## config.mk

```make
export PLATFORM = sky130hd
export DESIGN_NAME = jt053247_draw
export DESIGN_NICKNAME = d
export VERILOG_FILES = /design/src/rtl/jt053247_pkg.sv /design/src/rtl/jt053247_zstep.sv /design/src/rtl/jt053247_draw.sv
export SDC_FILE = /design/constraint.sdc
export NUM_CORES = 1
export LEC_CHECK = 0
export BUFFER_PORTS_ARGS = -buffer_cell sky130_fd_sc_hd__buf_2
export CORE_ASPECT_RATIO = 0.75
export CORE_MARGIN = 4
export CORE_UTILIZATION = 55
export DETAILED_ROUTE_END_ITERATION = 12
export PLACE_DENSITY = 0.79
export SYNTH_ARGS = -nofsm -noshare
export SYNTH_HDL_FRONTEND = slang
export SYNTH_SLANG_ARGS = --single-unit
```

## constraint.sdc

```tcl
create_clock -name clk -period 3 [get_ports clk]
set_clock_uncertainty 0.2 [all_clocks]
set_input_delay 0.3 -clock clk [delete_from_list [all_inputs] [get_ports clk]]
set_output_delay 0.3 -clock clk [all_outputs]
set_load 0.005 [all_outputs]
```

## src/rtl/jt053247_pkg.sv

```systemverilog
// Shared constants and types for the 053247 sprite tile drawer.
package jt053247_pkg;

    localparam logic [1:0] ST_IDLE   = 2'd0;
    localparam logic [1:0] ST_FETCH0 = 2'd1;
    localparam logic [1:0] ST_FETCH1 = 2'd2;
    localparam logic [1:0] ST_DRAW   = 2'd3;

    localparam logic [9:0] ZOOM_ONE = 10'h040;
    localparam logic [3:0] TRANSP   = 4'h0;
    localparam logic [8:0] CLIP_LO  = 9'h020;
    localparam logic [8:0] CLIP_HI  = 9'h19F;

    // Tile parameters that are still needed after both ROM words are fetched.
    typedef struct packed {
        logic [9:0] attr;
        logic       hflip;
        logic [8:0] hpos;
        logic [9:0] hzoom;
        logic       keep;
    } tile_t;

endpackage

```

## src/rtl/jt053247_zstep.sv

```systemverilog
// Horizontal zoom accumulator: yields the source column for each output pixel
// and flags the step that carries the integer part past the end of the tile.
module jt053247_zstep #(
    parameter int ZFRAC = 6
) (
    input  logic       clk,
    input  logic       rst,
    input  logic       start,
    input  logic       keep,
    input  logic       step,
    input  logic [9:0] hzoom,
    output logic [3:0] src,
    output logic       done
);
    localparam int AW = 4 + ZFRAC + 1;

    logic [AW-1:0] acc_reg;
    logic [AW-1:0] acc_next;

    // The accumulator never exceeds 16.0 + hzoom, so the top bit is the
    // "integer part >= 16" flag.
    assign acc_next = acc_reg + AW'(hzoom);
    assign src      = acc_reg[ZFRAC+3:ZFRAC];
    assign done     = acc_next[AW-1];

    always_ff @(posedge clk) begin
        if (rst) begin
            acc_reg <= '0;
        end else if (start) begin
            acc_reg <= keep ? {{(AW-ZFRAC){1'b0}}, acc_reg[ZFRAC-1:0]} : '0;
        end else if (step) begin
            acc_reg <= acc_next;
        end
    end

endmodule

```

## src/rtl/jt053247_draw.sv

```systemverilog
// Sprite tile drawer: fetches a 16-pixel row, applies flips and horizontal zoom,
// writes opaque pixels to the line buffer. JT053247_DRAW_CLIP_EN masks edge columns.
module jt053247_draw
    import jt053247_pkg::*;
#(
    parameter int ZFRAC = 6,
    parameter int MAXPX = 256
) (
    input  logic        clk,
    input  logic        rst,
    input  logic        dr_start,
    output logic        dr_busy,
    input  logic [15:0] code,
    input  logic [9:0]  attr,
    input  logic        hflip,
    input  logic        vflip,
    input  logic [8:0]  hpos,
    input  logic [3:0]  ysub,
    input  logic [11:0] hzoom,
    input  logic        hz_keep,
    output logic [20:0] rom_addr,
    output logic        rom_cs,
    input  logic        rom_ok,
    input  logic [31:0] rom_data,
    output logic        buf_we,
    output logic [8:0]  buf_addr,
    output logic [13:0] buf_din
);
    localparam int CW = $clog2(MAXPX);

    logic [1:0]  state_reg;
    tile_t       tile_reg;
    logic [63:0] row_reg;
    logic [CW-1:0] cnt_reg;
    logic        busy_reg;
    logic        rom_cs_reg;
    logic [20:0] rom_addr_reg;
    logic        buf_we_reg;
    logic [8:0]  buf_addr_reg;
    logic [13:0] buf_din_reg;

    logic [3:0]  pix_arr [16];
    logic [3:0]  src;
    logic [3:0]  col;
    logic [3:0]  pix;
    logic        zdone;
    logic        zstart;
    logic        zstep;
    logic        last_px;
    logic [8:0]  px_addr;
    logic        px_vis;
    logic        unused_hzoom;

    assign unused_hzoom = ^hzoom[11:10];

    genvar gi;
    generate
        for (gi = 0; gi < 16; gi++) begin : g_pix
            assign pix_arr[gi] = row_reg[4*gi+3:4*gi];
        end
    endgenerate

    assign zstart = (state_reg == ST_FETCH1) && rom_ok && (tile_reg.hzoom != '0);
    assign zstep  = (state_reg == ST_DRAW);

    jt053247_zstep #(.ZFRAC(ZFRAC)) u_zstep (
        .clk   (clk),
        .rst   (rst),
        .start (zstart),
        .keep  (tile_reg.keep),
        .step  (zstep),
        .hzoom (tile_reg.hzoom),
        .src   (src),
        .done  (zdone)
    );

    assign col     = src ^ {4{tile_reg.hflip}};
    assign pix     = pix_arr[col];
    assign px_addr = tile_reg.hpos + 9'(cnt_reg);
    assign last_px = zdone || (cnt_reg == CW'(MAXPX - 1));

`ifdef JT053247_DRAW_CLIP_EN
    assign px_vis = (px_addr >= CLIP_LO) && (px_addr <= CLIP_HI);
`else
    assign px_vis = 1'b1;
`endif

    always_ff @(posedge clk) begin
        if (rst) begin
            state_reg    <= ST_IDLE;
            tile_reg     <= '0;
            row_reg      <= '0;
            cnt_reg      <= '0;
            busy_reg     <= 1'b0;
            rom_cs_reg   <= 1'b0;
            rom_addr_reg <= '0;
            buf_we_reg   <= 1'b0;
            buf_addr_reg <= '0;
            buf_din_reg  <= '0;
        end else begin
            buf_we_reg <= 1'b0;
            case (state_reg)
                ST_IDLE: begin
                    if (dr_start) begin
                        tile_reg     <= '{attr: attr, hflip: hflip, hpos: hpos,
                                          hzoom: hzoom[9:0], keep: hz_keep};
                        busy_reg     <= 1'b1;
                        rom_cs_reg   <= 1'b1;
                        rom_addr_reg <= {code, ysub ^ {4{vflip}}, 1'b0};
                        state_reg    <= ST_FETCH0;
                    end
                end
                ST_FETCH0: begin
                    if (rom_ok) begin
                        row_reg[31:0]   <= rom_data;
                        rom_addr_reg[0] <= 1'b1;
                        state_reg       <= ST_FETCH1;
                    end
                end
                ST_FETCH1: begin
                    if (rom_ok) begin
                        row_reg[63:32] <= rom_data;
                        rom_cs_reg     <= 1'b0;
                        cnt_reg        <= '0;
                        // A zero zoom would never advance; treat it as an empty tile.
                        if (tile_reg.hzoom == '0) begin
                            busy_reg  <= 1'b0;
                            state_reg <= ST_IDLE;
                        end else begin
                            state_reg <= ST_DRAW;
                        end
                    end
                end
                ST_DRAW: begin
                    buf_we_reg   <= (pix != TRANSP) && px_vis;
                    buf_addr_reg <= px_addr;
                    buf_din_reg  <= {tile_reg.attr, pix};
                    cnt_reg      <= cnt_reg + 1'b1;
                    if (last_px) begin
                        busy_reg  <= 1'b0;
                        state_reg <= ST_IDLE;
                    end
                end
                default: state_reg <= ST_IDLE;
            endcase
        end
    end

    assign dr_busy  = busy_reg;
    assign rom_cs   = rom_cs_reg;
    assign rom_addr = rom_addr_reg;
    assign buf_we   = buf_we_reg;
    assign buf_addr = buf_addr_reg;
    assign buf_din  = buf_din_reg;

endmodule
```

# After elaboration in Yosys (flattened, before gate mapping)
# Index checks and enable logic that the tools add are counted.
[classes]
addsub = 3
multipliers = 0
div = 0
n_lt_le_gt_ge = 1
eq_ne = 10
shift = 0
n_mux = 24
bitwise_logic = 4
n_reduce_logical = 22
[ops]
columns = ["op", "n"]
rows = [
  ["$mux W11", 2],
  ["$bmux W4 S4", 1],
  ["$pmux W8 S2", 1],
  ["$add A11 B10 Y11", 1],
  ["$logic_not A10 Y1", 1],
  ["$mux W2", 5],
  ["$ne A2 B2 Y1 const B", 5],
  ["$reduce_and A2 Y1", 5],
  ["$reduce_bool A10 Y1", 1],
  ["$add A9 B8 Y9", 1],
  ["$add A8 B1 Y8 const B", 1],
  ["$eq A8 B8 Y1 const B", 1],
  ["$mux W4", 2],
  ["$mux W8", 1],
  ["$pmux W2 S4", 1],
  ["$reduce_bool A2 Y1", 4],
  ["$xor A4 B4 Y4", 2],
  ["$mux W1", 7],
  ["$mux W6", 1],
  ["$reduce_and A3 Y1", 2],
  ["$ge A5 B5 Y1 const B", 1],
  ["$not A4 Y5", 1],
  ["$reduce_and A5 Y1", 1],
  ["$eq A2 B2 Y1 const B", 2],
  ["other kinds (12)", 14],
]
[word_totals]
ff_bits = 163
latchBits = 0
mem_bits_rw = 0
romBits = 0
inputBits = 90
output_inout_bits = 47
elab_cells = 82
memories = 0

# Logic depth before layout (Yosys ltp)
# Gate-level depths: netlist of the first run.
[depth]
ltp_word = 6
depth_mapped = 10

# Hierarchy
# A second synthesis of the first run with hierarchy kept.
[unflattened]
hier_cells = 932
hier_area_um2 = 7395.8
[modules_own_cells]
columns = ["module", "instances", "cells_each", "area_per_inst_um2", "seq_area_each_um2"]
rows = [
  ["jt053247_draw", 1, 835, 6562.5, 3042.9],
  ["jt053247_zstep", 1, 97, 833.3, 220.2],
]

# Worst setup path after synthesis of the first run
# OpenSTA, ideal clock, no wires.
[synth_timing]
path_type = "reg-to-reg"
startpoint = "register tile_reg[1] (netlist name)"
endpoint = "register state_reg[0]"
setup_time_ns = 0.121
arrival_ns = 2.187
required_ns = 2.679
path_slack_ns = 0.492
path_stages_with_launch = 10
n_path_buf = 0
synth_period_minus_slack_ns = 2.508
path_cell_list = "dfxtp_1 -> ha_1 -> fa_1 -> a21o_1 -> a21oi_2 -> nor2_1 -> a21o_1 -> o211a_1 -> nor3_1 -> mux2_2"
[synth_via]
elab_chain_cells = 4
elab_cells_between_ends = 8
[synth_lines]
columns = ["item", "line", "rtl"]
rows = [
  ["start: declaration", "jt053247_draw.sv:32", "tile_t tile_reg;"],
  ["start signal: assignment", "jt053247_draw.sv:105", "tile_reg <= '{attr: attr, hflip: hflip, hpos: hpos,"],
  ["$add A11 B10 Y11 / $logic_not A10 Y1 (equally long branches)", "jt053247_zstep.sv:22, jt053247_draw.sv:126", ""],
  ["$logic_or A1 B1 Y1 / $mux W2 (equally long branches)", "jt053247_draw.sv:80, jt053247_draw.sv:126", ""],
  ["$ne A2 B2 Y1 (no source line) / $mux W2 (equally long branches)", "--", ""],
  ["$reduce_and A4 Y1 (no source line) / $pmux W2 S4 (equally long branches)", "--", ""],
  ["end signal: assignment", "jt053247_draw.sv:90", "state_reg <= ST_IDLE;"],
  ["end signal: assignment", "jt053247_draw.sv:110", "state_reg <= ST_FETCH0;"],
  ["end signal: assignment", "jt053247_draw.sv:117", "state_reg <= ST_FETCH1;"],
  ["end: declaration", "jt053247_draw.sv:31", "logic [1:0] state_reg;"],
]
# Several ways; a longest one is shown, not always the timed one. The select of a mux whose other input is x is not followed.
# A chain may end at the register's enable or synchronous reset.

# Worst setup path in the final report of the first run
[layout_timing]
startpoint = "register u_zstep.acc_reg[7]"
endpoint = "register buf_we_reg, in the netlist buf_we"
[layout_via]
elab_chain_cells = 6
[layout_lines]
columns = ["item", "line", "rtl"]
rows = [
  ["start: declaration", "jt053247_zstep.sv:17", "logic [AW-1:0] acc_reg;"],
  ["start signal: assignment", "jt053247_zstep.sv:30", "acc_reg <= keep ? {{(AW-ZFRAC){1'b0}}, acc_reg[ZFRAC-1:0]} : '0;"],
  ["start signal: assignment", "jt053247_zstep.sv:32", "acc_reg <= acc_next;"],
  ["$xor A4 B4 Y4", "jt053247_draw.sv:77", "assign col = src ^ {4{tile_reg.hflip}};"],
  ["$not A4 Y5 (implied by the code)", "jt053247_draw.sv:78", "assign pix = pix_arr[col];"],
  ["$bmux W4 S4", "jt053247_draw.sv:78", ""],
  ["$mux W4 (implied by the code) (2 in a row)", "jt053247_draw.sv:78", ""],
  ["$reduce_bool A4 Y1", "jt053247_draw.sv:135", "buf_we_reg <= (pix != TRANSP) && px_vis;"],
  ["end signal: assignment", "jt053247_draw.sv:135", ""],
  ["end: declaration", "jt053247_draw.sv:38", "logic buf_we_reg;"],
]
# Every way passes these cells. The select of a mux whose other input is x is not followed.

==> impl_metrics.toml, run 1 <==
[placement]
dp_hpwl_um = 13200
gp_congestion = 0.953
numPortBuffers = 134

[run_status]
status = "finished clean"

[cts]
clk_latency_ps = 430
cts.sinks = 163
tritoncts = "yes"
htree_levels = 4
clk_path_buf_depth = 2
cts_buffers = 17
cts_resized = 0
clockRootBuffer = "clkbuf_16"
path_clk_slew_ps = 60

[synth]
syn_nets = 1031
yosys_warnings = 0
netlist_area_um2 = 7260
synth_edf_count = 0
syn_inst = 920
yosysSeqAreaShare_pct = 45.0
syn_avg_cell_area_um2 = 7.89
ys_seq_elements = 163
synth_cell_types = 64
synth_ff_type = "dfxtp_1"
synth-async-reset-ratio_pct = 0

[power]
switching_share_pct = 32.5
leakagePower_uw = 0.00392
p_sw_uw = 2060
pwr-share-comb_pct = 23.5
seq_power_share_pct = 40.9
powerDensity_nw_per_um2 = 668
clkPwrFrac_pct = 35.5
power.internal_uw = 4280
peakVddDrop_uv = 637

[drt]
wl_per_cell_um = 16.3
avgViaCountPerCell = 5.65
dr.first_iter.drc_count = 767
wl_um = 21200
first_pass_iters = 5
via_count = 7334
ant_nets = 0
post-route-drc-count = 0

[layout]
drive_above_1_share_pct = 17.8
utilization_pct = 73.1
largest_reg_flops = 64
nNetsFinal = 1225
diodes = 0
syn2layout_area_growth_pct = 30.7

[global_route]
grt_pass1_vias = 6983
grt_max_degree = 81
grt_overflow = 0
groute.usage.overall_pct = 28.2
antenna_found_initial = 0
grt_pass1_wl_um = 34600

[floorplanning]
fp.dieW_um = 141
rows = 36
start_util_pct = 55.9
core_area_um2 = 13000
ioPinCount = 137
die_h_um = 107
die-area_um2 = 15100

[sta]
tightest_slew_ps = 827
fin_tns_setup_ps = 0
grt_setup_unrepaired = "false"
post-route-min-period_ps = 2770
setup_viol = 0
drv_slew = 0
post-route-period-util_pct = 92.5
relSlewSlack_pct = 44.9
hold_viol = 0
clock.fmax_mhz = 360

[worst_setup_path]
path_class = "register to register"
critPathMaxStageDelay_ps = 730
cp_slowest_cell = "a2111oi_0"
path_cells = "nor2b_4, a22o_1, a2111oi_0, nor4_1, a31o_1, nor2_2, a31oi_1"
critPathRequiredTime_ps = 3100
crit_path_max_fanout = 15
critPathCaptureType = "register"
critPathArrivalTime_ps = 2870
worstRegToRegCells = 7
crit_path_start_kind = "register"

[hold_path]
worstHoldPathCells = 3
min_path_type = "input port to register"

[run]
drv_cap = 0
[power by group through the flow]
stage | logic [µW] | clock network [µW] | registers (µW)
after global routing | 1670 | 2350 | 2620
after CTS | 1460 | 2260 | 2590
after floorplan | 946 | 0 | 2570
after global placement | 1350 | 0 | 2630
final | 1490 | 2250 | 2590
after detailed placement | 1380 | 0 | 2630
[area by class of cell]
type / instances / area (µm²)
Fill cell: 972 / 3490
Multi-Input combinational cell: 688 / 3710
Timing Repair Buffer: 234 / 1650
Inverter: 10 / 37.5
Tap cell: 171 / 214
Sequential cell: 163 / 3260
Clock inverter: 13 / 164
Clock buffer: 19 / 443
[Yosys cell counts, types with 4 or more instances]
cell / n / area [µm²]
nand2_1: 267 / 1000
dfxtp_1: 163 / 3260
a21oi_1: 150 / 751
nor2_1: 45 / 169
clkbuf_1: 44 / 165
ha_1: 19 / 238
a22oi_1: 17 / 128
o21ai_0: 17 / 85.1
nand3_1: 14 / 70.1
xnor2_1: 13 / 114
nor3_1: 12 / 60.1
a21o_1: 9 / 67.6
a222oi_1: 9 / 90.1
inv_1: 9 / 33.8
nor2b_1: 9 / 56.3
a211oi_1: 8 / 60.1
and3_1: 7 / 43.8
o22ai_1: 7 / 43.8
a31oi_1: 6 / 37.5
nand2b_1: 6 / 37.5
xor2_1: 6 / 52.6
buf_1: 5 / 18.8
buf_2: 5 / 25.0
mux2i_1: 4 / 40.0
o21a_1: 4 / 30.0
[placed cells by master (no fill, tap or decap), drive strengths merged, types with 3 or more instances in the layout]
| master | n |
|---|---|
| or2 | 3 |
| nor2b | 10 |
| nor4b | 3 |
| xor2 | 6 |
| clkbuf | 19 |
| nor3 | 12 |
| a32o | 3 |
| o22ai | 7 |
| ha | 19 |
| a21oi | 151 |
| dfxtp | 163 |
| mux2 | 4 |
| dlygate4sd3 | 82 |
| nand2b | 6 |
| nor4 | 4 |
| a211oi | 8 |
| inv | 17 |
| mux2i | 4 |
| and3 | 7 |
| a31oi | 6 |
| a222oi | 9 |
| o21ai | 20 |
| a22oi | 17 |
| nor2 | 48 |
| buf | 152 |
| xnor2 | 13 |
| a21o | 9 |
| nand3 | 14 |
| nand2 | 267 |
| a21boi | 3 |
| o21a | 4 |
[per-stage QoR]
step	cell area [µm²]	total power [µW]	hold WS, ps	worst slack (ps)	std cells
finish	9490	6340	10.2	225	1298
global route	9490	6640	24.4	76.2	1298
CTS	9490	6310	7.01	246	1298
detailed placement	8060	4010	245	299	1184
global placement	8060	3970	238	358	1184
floorplan	7260	3520	232	492	920
[worst paths after layout]
check        slack (ps)                   endpoint                       startpoint
max reg2reg         230          buf_we$_SDFF_PP0_  u_zstep.acc_reg[7]$_SDFFE_PP0P_
min                  10   rom_addr[4]$_SDFFE_PP0P_                          ysub[3]
max                 230          buf_we$_SDFF_PP0_  u_zstep.acc_reg[7]$_SDFFE_PP0P_
min reg2reg         260  rom_addr[12]$_SDFFE_PP0P_        rom_addr[12]$_SDFFE_PP0P_
[worst max-delay path: cells and delay by family, from the launching register on]
kind	cells	cell delay, ps
AOI/OAI and AO/OA	4	1430
and+or+nand+nor	3	350
DFF	1	660
[layer usage]
metal / vias up / track usage, % / share of wire, %
met5: - / 0 / 0
met2: 289 / 46.2 / 46
met3: 42 / 7.86 / 8.3
met4: 0 / 8.71 / 1.8
li1: 3567 / - / -
met1: 3436 / 36.4 / 43
[what timing repair did]
item,4_1_cts,5_1_grt
hold buffers,82,0
endpoints found under the setup margin,0,0
buffers inserted,0,0
endpoints found under the hold margin,114,0
[kinds of logic (layout without fill, tap and decap cells)]
family                   after synthesis  count (layout)  synth area share (%)
AO/OA/AOI/OAI                        254             254                  21.0
XOR/XNOR                              19              19                  2.29
adder cells (fa/ha/maj)               21              21                  3.83
buffers and inverters                 69             276                  4.07
flip-flops                           163             163                  45.0
multiplexers                           8               8                  1.22
AND/OR/NAND/NOR                      386             386                  22.7
(Power assumes the default switching activity.)
==> inputs of run 2 (changes only) <==
==> constraint.sdc (replaced) <==
create_clock -name clk -period 3 [get_ports clk]
set_clock_uncertainty 0.2 [all_clocks]
set_input_delay 0.15 -clock clk [delete_from_list [all_inputs] [get_ports clk]]
set_output_delay 0.15 -clock clk [all_outputs]
set_load 0.005 [all_outputs]
==> impl_metrics.toml, run 2 (synthesis results as in run 1) <==
[run_status]
status = "finished clean"

[layout]
n_fill_cell = 969
mostFrequentLayoutCell = "nand2_1"
drive_above_1_share_pct = 17.5
diodes = 0
utilization_pct = 73.8
instances_no_fill = 1301
final_cell_mix = "nand2_1, dfxtp_1, a21oi_1"
largest_reg_flops = 64
syn2layout_area_growth_pct = 31.9
nNetsFinal = 1228

[drt]
first_pass_iters = 8
via_count = 7356
ant_nets = 0
wl_um = 21600
avgViaCountPerCell = 5.65
wl_per_cell_um = 16.6
dr.first_iter.drc_count = 851
post-route-drc-count = 0

[worst_setup_path]
rr_startpoint = "tile_reg[1]$_SDFFE_PP0P_"
crit_path_start_kind = "register"
critPathArrivalTime_ps = 2780
path_cells = "ha_1, fa_1, a21o_1, a21oi_2, nor2_1, a21o_1, nor4b_1, nor3_1, mux2_2"
critPathCaptureType = "register"
r2r_end = "state_reg[0]$_SDFFE_PP0P_"
startpoint = "tile_reg[1]$_SDFFE_PP0P_"
path_class = "register to register"
r2r_slack_ps = 330
cp_slowest_cell = "fa_1"
cpMostUsedCell = "a21o_1"
crit_path_max_fanout = 3
critPathRequiredTime_ps = 3110
critPathMaxStageDelay_ps = 410
worstRegToRegCells = 9

[cts]
clk_latency_ps = 420
cts.sinks = 163
postCtsSetupBuffers = 0
path_clk_slew_ps = 60
postCtsHoldBufs = 88
clk_path_buf_depth = 2
cts_resized = 0
htree_levels = 4
clockRootBuffer = "clkbuf_16"
tritoncts = "yes"
cts_buffers = 17

[sta]
drv_slew = 0
post-route-period-util_pct = 88.9
grt_setup_unrepaired = "false"
hold_viol = 0
relSlewSlack_pct = 50.3
tightest_slew_ps = 743
clock.fmax_mhz = 375
fin_tns_setup_ps = 0
hold_slack_ps = 23.5
setup_viol = 0
post-route-min-period_ps = 2670

[floorplanning]
ioPinCount = 137
die_h_um = 107
die-area_um2 = 15100
fp.dieW_um = 141
start_util_pct = 55.9
core_area_um2 = 13000
rows = 36

[hold_path]
min_to = "u_zstep.acc_reg[10]$_SDFFE_PP0P_"
worstHoldPathCells = 3
min_from = "rst"
min_path_type = "input port to register"

[global_route]
grt_busiest_layer = "met2"
grt_max_degree = 157
grt_pass1_vias = 7023
antenna_found_initial = 0
met1_usage_pct = 37.2
grt_overflow = 0
grt_pass1_wl_um = 34800
groute.usage.overall_pct = 28.9
grtUsageMet3_pct = 7.95
grtUsageMet2_pct = 47.4

[placement]
dp_hpwl_um = 12700
gp_congestion = 0.942
dp.cells = 1181
numPortBuffers = 134

[power]
powerDensity_nw_per_um2 = 678
power_uw = 6480
leakagePower_uw = 0.00395
peakVddDrop_uv = 445

[run]
drv_cap = 0
## run 2: changes by cell type in the layout (fill, tap and decap cells not counted), sizes merged
cell	previous run	this run
dlygate4sd3	82	88
inv	17	12
buf	152	149
clkbuf	19	22
bufinv	2	4
## run 2: worst max path at each step
| stage | slack [ps] | cells past startpoint | endpoint |
|---|---|---|---|
| after CTS | 330 | 9 | state_reg[0]$_SDFFE_PP0P_ |
| after global placement | 360 | 9 | state_reg[0]$_SDFFE_PP0P_ |
| after floorplan | 490 | 9 | state_reg[0]$_SDFFE_PP0P_ |
| after global routing | 200 | 9 | state_reg[0]$_SDFFE_PP0P_ |
| after detailed placement | 350 | 9 | state_reg[0]$_SDFFE_PP0P_ |
| final | 330 | 9 | state_reg[0]$_SDFFE_PP0P_ |
## run 2: critical path, delay by kind of cell (launching register included)
family,cells,cell delay [ps]
multiplexers,1,280
AO/OA/AOI/OAI,3,580
flip-flops,1,320
adder cells (fa/ha/maj),2,640
AND/OR/NAND/NOR,3,540
## run 2: per-layer routing
layer	wire length [µm]	vias up
li1	-	3569
met1	9290	3410
met2	9930	326
met3	1840	51
met4	502	0
met5	0	-
## run 2: stage by stage
| step | cell area [µm²] | setup slack (ps) |
|---|---|---|
| 6_report | 9570 | 333 |
| 5_1_grt | 9570 | 205 |
| 4_1_cts | 9570 | 328 |
| 3_5_place_dp | 8040 | 348 |
| 3_3_place_gp | 8040 | 357 |
| 2_1_floorplan | 7260 | 492 |
## run 2: layout make-up
class / count / area [µm²] / area share, %
sequential: 163 / 3260 / 34.1
timing repair buffer: 237 / 1690 / 17.7
multi-input combinational: 688 / 3710 / 38.8
clock buffer: 22 / 484 / 5.06
tap: 171 / 214 / 2.24
inverter: 10 / 37.5 / 0.392
clock inverter: 10 / 169 / 1.77
## run 2: where the power goes
group	internal [µW]	leakage [µW]	switching, µW
logic	579	0.00231	919
clock network	1490	0.000315	894
registers	2410	0.00132	186
==> inputs of run 3 (changes only) <==
--- a/config.mk
+++ b/config.mk
@@ -10,7 +10,10 @@
 export CORE_MARGIN = 4
 export CORE_UTILIZATION = 55
 export DETAILED_ROUTE_END_ITERATION = 12
+export MAX_ROUTING_LAYER = met4
 export PLACE_DENSITY = 0.79
+export REMOVE_ABC_BUFFERS = 1
 export SYNTH_ARGS = -nofsm -noshare
 export SYNTH_HDL_FRONTEND = slang
 export SYNTH_SLANG_ARGS = --single-unit
+export TNS_END_PERCENT = 5
==> impl_metrics.toml, run 3 (synthesis results as in run 1) <==
[run_status]
status = "finished clean"

[cts]
clockRootBuffer = "clkbuf_16"
cts_resized = 0
path_clk_slew_ps = 70
tritoncts = "yes"
clk_latency_ps = 430
htree_levels = 4
cts.sinks = 163
postCtsSetupBuffers = 0
clk_path_buf_depth = 2
cts_buffers = 17

[hold_path]
min_path_type = "input port to register"

[layout]
largest_reg_flops = 64
nNetsFinal = 1244
utilization_pct = 74.6
syn2layout_area_growth_pct = 33.3
drive_above_1_share_pct = 17.3
mostFrequentLayoutCell = "nand2_1"
final_cell_mix = "nand2_1, dfxtp_1, a21oi_1"

[floorplanning]
rows = 36
core_area_um2 = 13000
die-area_um2 = 15100
fp.dieW_um = 141
start_util_pct = 55.9
die_h_um = 107
ioPinCount = 137

[global_route]
grt_pass1_vias = 6993
antenna_found_initial = 1
grt_overflow = 0
groute.usage.overall_pct = 28.3
grt_pass1_wl_um = 34100
grt_max_degree = 71

[sta]
drv_slew = 0
setup_viol = 0
relSlewSlack_pct = 47.5
grt_setup_unrepaired = "false"
tightest_slew_ps = 768
fin_tns_setup_ps = 0
post-route-period-util_pct = 94.1
clock.fmax_mhz = 354
hold_viol = 0
post-route-min-period_ps = 2820

[drt]
wl_per_cell_um = 15.9
wl_um = 20900
via_count = 7352
post-route-drc-count = 0
first_pass_iters = 7
dr.first_iter.drc_count = 733
avgViaCountPerCell = 5.58
ant_nets = 0

[run]
drv_cap = 0

[placement]
gp_congestion = 0.959
numPortBuffers = 134
dp_hpwl_um = 12500

[worst_setup_path]
path_class = "register to register"
critPathRequiredTime_ps = 3170
crit_path_start_kind = "register"
critPathCaptureType = "register"
crit_path_max_fanout = 30
critPathArrivalTime_ps = 2990

[power]
leakagePower_uw = 0.00402
powerDensity_nw_per_um2 = 651
peakVddDrop_uv = 524
[run 3: critical path, cell delays in order, from the launching register on]
cell	delay, ps
dfxtp_1	420
inv_1	250
and3_2	600
buf_4	420
nand2_1	150
a21oi_1	150
dlygate4sd3_1	560
[run 3: timing repair]
item                                    CTS  global route
hold endpoints to repair                130             0
hold buffers                            105             0
endpoints found under the setup margin    0             0
[run 3: area by class of cell]
type | count | area [µm²]
antenna | 1 | 2.50
clock buffer | 17 | 425
clock inverter | 15 | 178
fill | 933 | 3300
inverter | 10 | 37.5
multi-input combinational | 688 | 3710
sequential | 163 | 3260
tap | 171 | 214
timing repair buffer | 253 | 1840
[run 3: report_power, final]
group	leakage [µW]	total (µW)	internal (µW)	switching (µW)
Clock	0.000291	2180	1130	1050
Combinational	0.00241	1520	615	906
Sequential	0.00132	2600	2410	187
[run 3: final timing paths]
kind,slack (ps),startpoint,endpoint,cells after the start
hold / removal,130,dr_start,state_reg[1]$_SDFFE_PP0P_,3
hold reg to reg,260,tile_reg[30]$_SDFFE_PP0P_,tile_reg[30]$_SDFFE_PP0P_,2
setup / recovery,180,state_reg[1]$_SDFFE_PP0P_,tile_reg[8]$_SDFFE_PP0P_,6
setup reg to reg,180,state_reg[1]$_SDFFE_PP0P_,tile_reg[8]$_SDFFE_PP0P_,6
[run 3: routing by layer]
layer / global-route usage (%) / vias up / wire length (µm)
met5: - / - / 0
met4: 8.92 / 0 / 377
met3: 5.46 / 48 / 1630
met2: 43.8 / 299 / 9610
met1: 37.8 / 3407 / 9330
li1: - / 3598 / -
[run 3: through the flow]
stage          power (µW)  std cells  setup slack (ps)  hold slack, ps  instance area [µm²]
2_1_floorplan        3420        861               430            19.1                 7000
3_3_place_gp         3940       1180               384             190                 8020
3_5_place_dp         3960       1180               354             196                 8020
4_1_cts              6260       1317               288             105                 9670
5_1_grt              6580       1318              39.9             151                 9670
6_report             6300       1318               176             127                 9670
